[src/rtl/uart_rx.sv]
// UART receiver: 8N1 by default, 8E1 when UART_RX_PARITY_EN is defined.
// Double-flop synchronised rx, mid-bit sampling, one-cycle rx_valid / frame_err strobes.
module uart_rx #(
  parameter int CLK_FREQ  = 12_000_000,
  parameter int BAUD_RATE = 9_600
) (
  input  logic       clk,
  input  logic       reset_n,
  input  logic       rx,
  output logic [7:0] data_out,
  output logic       rx_valid,
  output logic       frame_err,
`ifdef UART_RX_PARITY_EN
  output logic       parity_err,
`endif
  output logic       rx_busy
);

  localparam int CLKS_PER_BIT = CLK_FREQ / BAUD_RATE;
  localparam int CNT_W        = (CLKS_PER_BIT > 1) ? $clog2(CLKS_PER_BIT) : 1;
  localparam logic [CNT_W-1:0] LAST_CNT = CNT_W'(CLKS_PER_BIT - 1);
  localparam logic [CNT_W-1:0] HALF_CNT = CNT_W'(CLKS_PER_BIT / 2 - 1);

  typedef enum logic [2:0] {
    IDLE,
    START,
    DATA,
`ifdef UART_RX_PARITY_EN
    PARITY,
`endif
    STOP,
    BREAK
  } state_t;

  state_t           state;
  logic [CNT_W-1:0] baud_cnt;
  logic [2:0]       bit_idx;
  logic [7:0]       shift_reg;
  logic             rx_meta;
  logic             rx_s;
`ifdef UART_RX_PARITY_EN
  logic             parity_bit;
`endif

  // Synchroniser flops idle high so a reset never looks like a start edge.
  always_ff @(posedge clk or negedge reset_n) begin
    if (!reset_n) begin
      rx_meta <= 1'b1;
      rx_s    <= 1'b1;
    end else begin
      rx_meta <= rx;
      rx_s    <= rx_meta;
    end
  end

  always_ff @(posedge clk or negedge reset_n) begin
    if (!reset_n) begin
      state      <= IDLE;
      baud_cnt   <= '0;
      bit_idx    <= '0;
      shift_reg  <= '0;
      data_out   <= '0;
      rx_valid   <= 1'b0;
      frame_err  <= 1'b0;
      rx_busy    <= 1'b0;
`ifdef UART_RX_PARITY_EN
      parity_bit <= 1'b0;
      parity_err <= 1'b0;
`endif
    end else begin
      rx_valid  <= 1'b0;
      frame_err <= 1'b0;
`ifdef UART_RX_PARITY_EN
      parity_err <= 1'b0;
`endif
      case (state)
        IDLE: begin
          baud_cnt <= '0;
          if (!rx_s) begin
            state   <= START;
            rx_busy <= 1'b1;
          end
        end

        // Half a bit in, the line must still be low or the edge was a glitch.
        START: begin
          if (baud_cnt == HALF_CNT) begin
            baud_cnt <= '0;
            bit_idx  <= '0;
            if (!rx_s) begin
              state <= DATA;
            end else begin
              state   <= IDLE;
              rx_busy <= 1'b0;
            end
          end else begin
            baud_cnt <= baud_cnt + 1'b1;
          end
        end

        DATA: begin
          if (baud_cnt == LAST_CNT) begin
            baud_cnt           <= '0;
            shift_reg[bit_idx] <= rx_s;
            if (bit_idx == 3'd7) begin
`ifdef UART_RX_PARITY_EN
              state <= PARITY;
`else
              state <= STOP;
`endif
            end else begin
              bit_idx <= bit_idx + 1'b1;
            end
          end else begin
            baud_cnt <= baud_cnt + 1'b1;
          end
        end

`ifdef UART_RX_PARITY_EN
        PARITY: begin
          if (baud_cnt == LAST_CNT) begin
            baud_cnt   <= '0;
            parity_bit <= rx_s;
            state      <= STOP;
          end else begin
            baud_cnt <= baud_cnt + 1'b1;
          end
        end
`endif

        // Deciding at mid stop bit lets IDLE catch a start edge right after it.
        STOP: begin
          if (baud_cnt == LAST_CNT) begin
            baud_cnt <= '0;
            if (rx_s) begin
              state   <= IDLE;
              rx_busy <= 1'b0;
`ifdef UART_RX_PARITY_EN
              if ((^shift_reg) ^ parity_bit) begin
                parity_err <= 1'b1;
              end else begin
                data_out <= shift_reg;
                rx_valid <= 1'b1;
              end
`else
              data_out <= shift_reg;
              rx_valid <= 1'b1;
`endif
            end else begin
              frame_err <= 1'b1;
              state     <= BREAK;
            end
          end else begin
            baud_cnt <= baud_cnt + 1'b1;
          end
        end

        BREAK: begin
          baud_cnt <= '0;
          if (rx_s) begin
            state   <= IDLE;
            rx_busy <= 1'b0;
          end
        end

        default: begin
          state   <= IDLE;
          rx_busy <= 1'b0;
        end
      endcase
    end
  end

endmodule

[config.mk]
export PLATFORM = sky130hd
export DESIGN_NAME = uart_rx
export DESIGN_NICKNAME = d
export VERILOG_FILES = /design/src/rtl/uart_rx.sv
export SDC_FILE = /design/constraint.sdc
export NUM_CORES = 1
export LEC_CHECK = 0
export CORE_AREA = 4 4 58 71
export DETAILED_ROUTE_END_ITERATION = 16
export DIE_AREA = 0 0 62 75
export GPL_ROUTABILITY_DRIVEN = 1
export PLACE_DENSITY = 0.87
export SLEW_MARGIN = 25
export SYNTH_ARGS = -nofsm -noshare
export SYNTH_HDL_FRONTEND = slang
export SYNTH_SLANG_ARGS = --single-unit
[constraint.sdc]
create_clock -name clk -period 2.65 [get_ports clk]
set_input_delay 0.6625 -clock clk [delete_from_list [all_inputs] [get_ports clk]]
set_output_delay 0.6625 -clock clk [all_outputs]
set_load 0.1 [all_outputs]
==> results.yml, run 1 <==
run_status:
  status: "finished clean"
worst_setup_path:
  r2r_slack_ps: 440
  cpMaxStageDelayCell: "and3_1"
  crit_path_max_incr_delay_ps: 490
  crit_path_end_kind: "register"
  r2r-end: "data_out[3]"
  criticalPathCategory: "reg -> reg"
  crit_required_ps: 2830
  start_kind: "register"
  cp_cell_sequence: "or3_4 -> nor4_4 -> and3_1 -> mux2_2"
  arrival_ps: 2390
  reg2reg_depth: 4
  critical_path_peak_fanout: 9
  reg2reg_from: "baud_cnt[2]"
  startpoint: "baud_cnt[2]"
pwr:
  ir_drop_uv: 425
  combPwrFrac_pct: 1.1
  total_power_mw: 1.18
  p_clk_share_pct: 49.2
  power_density_nw_per_um2: 540
  power.share.switching_pct: 18.4
  power_leakage_nw: 0.975
  power_frac_seq_pct: 49.7
  p_switching_mw: 0.217
  intPower_mw: 0.962
drt:
  dr.max_layer_used: "met4"
  num_vias: 1410
  drc: 0
  viasPerCell: 6.05
  drt-initial-drc-count: 92
  wl_met1_um: 1580
  first_pass_iters: 4
  wire_per_inst_um: 15.3
  drt-total-wl_um: 3560
  routed-wl-met3_um: 136
  antenna_left: 0
  wl_met2_um: 1770
synth:
  yosysWarnings: 0
  synth.top_cells.by_count: "dfrtp_1 (36), mux2_2 (16), o21ai_0 (14)"
  synth_seq_cells: 38
  syn_inst: 178
  synthMostInstantiatedCell: "dfrtp_1"
  ys.flop_type: "dfrtp_1"
  ys_seq_area_share_pct: 49.7
  ys_types: 44
  synth_top_area_share_pct: 47.0
  synth_edf_count: 0
  yosysTopAreaCell: "dfrtp_1"
  ys_top_cells_by_area: "dfrtp_1 (47%), mux2_2 (9.4%), o21ai_0 (3.7%)"
  syn_nets: 186
  netlist_area_um2: 1920
  synth.avg_cell_area_um2: 10.8
  async_flop_share_pct: 100
floorplan:
  io_pins: 14
  die_h_um: 75
  die_x_um: 62
  initial_core_util_pct: 54.6
  rows: 24
  coreArea_um2: 3510
  die_area_um2: 4650
clock_tree:
  cts_tree: "done"
  h-tree-depth: 2
  cts_resized: 0
  clockBufferDepth: 2
  cts_setup_buffers: 0
  clock_tree.root_cell: "clkbuf_8"
  clk_latency_ps: 290
  clock_sinks: 38
  holdBufCountCts: 0
  clk_pin_slew_ps: 80
  cts_made_buffers: 5
run:
  drv_cap: 0
place:
  place_ws_ps: 434
  gp_congestion: 0.867
  hpwl_um: 2520
  portBuffers: 13
  dp_cells: 225
sta:
  fin_worst_skew_ps: 4.60
  rsz0062_at_grt: "false"
  slew_headroom_pct: 46.9
  min_period_over_period_pct: 83.4
  setup_viol: 0
  timing_hold_violations_final: 0
  min_period_ps: 2210
  max_freq_mhz: 453
  worst_pin_slew_ps: 797
  fin_setup_tns_ps: 0
  slew_viol_final: 0
  setup_ws_ps: 441
grt:
  gr-usage-all-layers_pct: 18.5
  antenna_found_initial: 0
  grt-ovfl-total: 0
  grt_pass1_wl_um: 6250
  grt_max_degree: 39
  grt_pass1_vias: 1329
min_path:
  min_path_type: "reg -> reg"
  hp-start: "rx_meta"
  min_path_cells: 0
  hold_end: "rx_s"
final_layout:
  num-nets-final: 201
  final_layout_size_suffix_gt1_share_pct: 23.2
  largest_register_ffs: 11
  utilization_pct: 62.1
  area_growth_pct: 13.9
  num_antenna_cells: 0
  final_cell_count_no_fill: 233
==> layer usage <==
layer,track usage (%),up-vias
met4,9.20,0
met2,28.5,29
met1,23.4,686
met3,5.15,6
met5,0,-
li1,-,689
==> power by group through the flow <==
stage          clock (mW)  sequential, mW  combinational, mW
2_1_floorplan           0           0.595            0.00228
3_3_place_gp            0           0.597             0.0141
3_5_place_dp            0           0.597             0.0143
4_1_cts             0.596           0.586             0.0141
5_1_grt             0.624           0.586             0.0155
6_report            0.580           0.586             0.0130
==> logic make-up after synthesis <==
logic type	after synthesis	share of synthesized area [%]
xor+xnor	2	0.914
flops	38	49.7
fa+ha+maj	5	3.26
buf+inv	13	2.68
mux	17	9.92
simple gates	68	21.7
compound gates	35	11.8
==> stage by stage <==
step	cell area [µm²]	hold WS [ps]
2_1_floorplan	1920	345
3_3_place_gp	2050	346
3_5_place_dp	2050	348
4_1_cts	2180	357
5_1_grt	2180	357
6_report	2180	356
==> critical path, delay by kind of cell, from the launching register on <==
family | cells | cell delay (ps)
multiplexers | 1 | 390
flip-flops | 1 | 440
AND/OR/NAND/NOR | 3 | 1260
==> how the worst max path moves through the flow <==
stage | endpoint | slack (ps) | cells past startpoint
finish | data_out[3] | 440 | 4
global route | shift_reg[4] | 330 | 5
CTS | data_out[5] | 430 | 4
detailed placement | data_out[5] | 430 | 4
global placement | data_out[7] | 490 | 4
floorplan | shift_reg[4] | 670 | 5
==> placed cells by master (no fill, tap or decap), types with 3 or more instances in the layout <==
master	instances
dfrtp_1	36
a21o_1	3
mux2_2	16
ha_1	5
nand2b_1	3
clkbuf_8	5
nand3_1	6
nand4_1	3
a21oi_1	5
nor2_1	7
nor3b_1	3
nor3_1	9
inv_1	7
nand2_1	10
nor2b_1	4
o21ai_0	14
buf_4	12
a22o_1	3
nor4_1	7
==> layout make-up <==
| type | instances | area (µm²) |
|---|---|---|
| fill | 282 | 1330 |
| sequential | 38 | 953 |
| multi-input combinational | 127 | 912 |
| timing repair buffer | 14 | 105 |
| clock buffer | 5 | 68.8 |
| clock inverter | 3 | 68.8 |
| tap | 39 | 48.8 |
| inverter | 7 | 26.3 |
(Power assumes the default switching activity.)
==> run 2: changes to the inputs <==
==> constraint.sdc (replaced) <==
create_clock -name clk -period 2.3 [get_ports clk]
set_input_delay 0.575 -clock clk [delete_from_list [all_inputs] [get_ports clk]]
set_output_delay 0.575 -clock clk [all_outputs]
set_load 0.1 [all_outputs]
==> run 2 against run 1 <==
Net effect:
- wire length up 5.0%
- utilization up 0.85 points
- critical path type unchanged
- sequential share of layout area down 0.59 points
- sequential cell count unchanged
- global-route usage down 0.50 points
- non-clock buffer count up 4
- setup slack worse by 300 ps
- critical endpoint is now shift_reg[5]
- combinational power up 16%
- cell area up 1.4%
- fmax up 2.5%
- die area unchanged
==> results.yml, run 2 (synthesis gave the netlist of run 1 again) <==
run_status:
  status: "finished clean"
clock_tree:
  clock_tree.root_cell: "clkbuf_8"
  clk_pin_slew_ps: 80
  holdBufCountCts: 0
  cts_setup_buffers: 0
  h-tree-depth: 2
  cts_tree: "done"
  clk_latency_ps: 290
  clockBufferDepth: 2
  cts_resized: 0
  clock_sinks: 38
  cts_made_buffers: 5
drt:
  drc: 0
  num_vias: 1444
  first_pass_iters: 4
  wire_per_inst_um: 15.8
  drt-initial-drc-count: 49
  drt-total-wl_um: 3740
  antenna_left: 0
  viasPerCell: 6.09
place:
  dp_cells: 229
  gp_congestion: 0.877
  postPlaceCellArea_um2: 2080
  portBuffers: 13
  place_ws_ps: 163
  hpwl_um: 2660
sta:
  rsz0062_at_grt: "false"
  setup_ws_ps: 146
  timing_hold_violations_final: 0
  setup_viol: 0
  min_period_over_period_pct: 93.7
  min_period_ps: 2150
  worst_pin_slew_ps: 810
  slew_headroom_pct: 46.0
  slew_viol_final: 0
  whs_ps: 356
  max_freq_mhz: 464
  fin_worst_skew_ps: 4.20
  fin_setup_tns_ps: 0
worst_setup_path:
  crit_family: "simple AND/OR/NAND/NOR gates"
  worst-path-buf-inv: 0
  criticalPathCategory: "reg -> reg"
  cp_cell_sequence: "or3_4 -> nor4_4 -> nand2_2 -> nor4_1 -> mux2_2"
  reg2reg_depth: 5
  crit_path_max_incr_delay_ps: 450
  crit_required_ps: 2480
  arrival_ps: 2340
  crit_path_end_kind: "register"
  reg2reg_from: "baud_cnt[2]"
  r2r-end: "shift_reg[5]"
  critical_path_peak_fanout: 7
  r2r_slack_ps: 150
  start_kind: "register"
  cpMaxStageDelayCell: "dfrtp_1"
pwr:
  total_power_mw: 1.37
  ir_drop_uv: 580
  power_leakage_nw: 0.996
  power_density_nw_per_um2: 620
floorplan:
  initial_core_util_pct: 54.6
  rows: 24
  io_pins: 14
  die_area_um2: 4650
  die_x_um: 62
  die_h_um: 75
  coreArea_um2: 3510
final_layout:
  num-nets-final: 205
  final_common_cell: "dfrtp_1"
  fillCellCount: 275
  final_cell_mix: "dfrtp_1 (36), mux2_2 (16), buf_4 (16), o21ai_0 (14), nand2_1 (10)"
  num_antenna_cells: 0
  largest_register_ffs: 11
  final_area_um2: 2210
  multi_input_area_um2: 912
  utilization_pct: 63.0
  final_layout_size_suffix_gt1_share_pct: 24.7
  area_growth_pct: 15.5
  final_cell_count_no_fill: 237
  seq_area_um2: 953
min_path:
  min_path_type: "in -> async"
grt:
  gr-usage-all-layers_pct: 18.0
  grt_pass1_wl_um: 6110
  antenna_found_initial: 0
  grt_pass1_vias: 1341
  grt_max_degree: 39
  grt-ovfl-total: 0
run:
  drv_cap: 0
[run 2: cell types whose count changed in the layout (fill, tap and decap cells not counted)]
| cell | before | now |
|---|---|---|
| buf_4 | 12 | 16 |
[run 2: layout make-up]
cell class / instances / share of cell area (%)
clock buffer: 5 / 3.11
clock inverter: 3 / 3.11
inverter: 7 / 1.19
multi-input combinational: 127 / 41.2
sequential: 38 / 43.1
tap: 39 / 2.20
timing repair buffer: 18 / 6.11
[run 2: worst max path at each step]
stage | from | end | slack [ps] | depth (start not counted)
6_report | baud_cnt[2] | shift_reg[5] | 150 | 5
4_1_cts | baud_cnt[2] | shift_reg[5] | 130 | 5
3_5_place_dp | baud_cnt[2] | shift_reg[5] | 160 | 5
2_1_floorplan | baud_cnt[8] | shift_reg[4] | 320 | 5
3_3_place_gp | baud_cnt[2] | shift_reg[5] | 260 | 5
5_1_grt | baud_cnt[2] | shift_reg[5] | 40 | 5
[run 2: report_power, final]
part	switching (mW)	internal (mW)	total, mW
Combinational	0.0125	0.00255	0.0151
Sequential	0.00400	0.671	0.675
Clock	0.248	0.435	0.682
Total	0.264	1.11	1.37
[run 2: metal layers]
metal	wire length, µm	part of all wire [%]	GRT usage (%)
met4	68	1.8	6.60
met3	176	4.7	5.32
met5	0	0	0
met1	1480	40	21.0
met2	2010	54	30.5
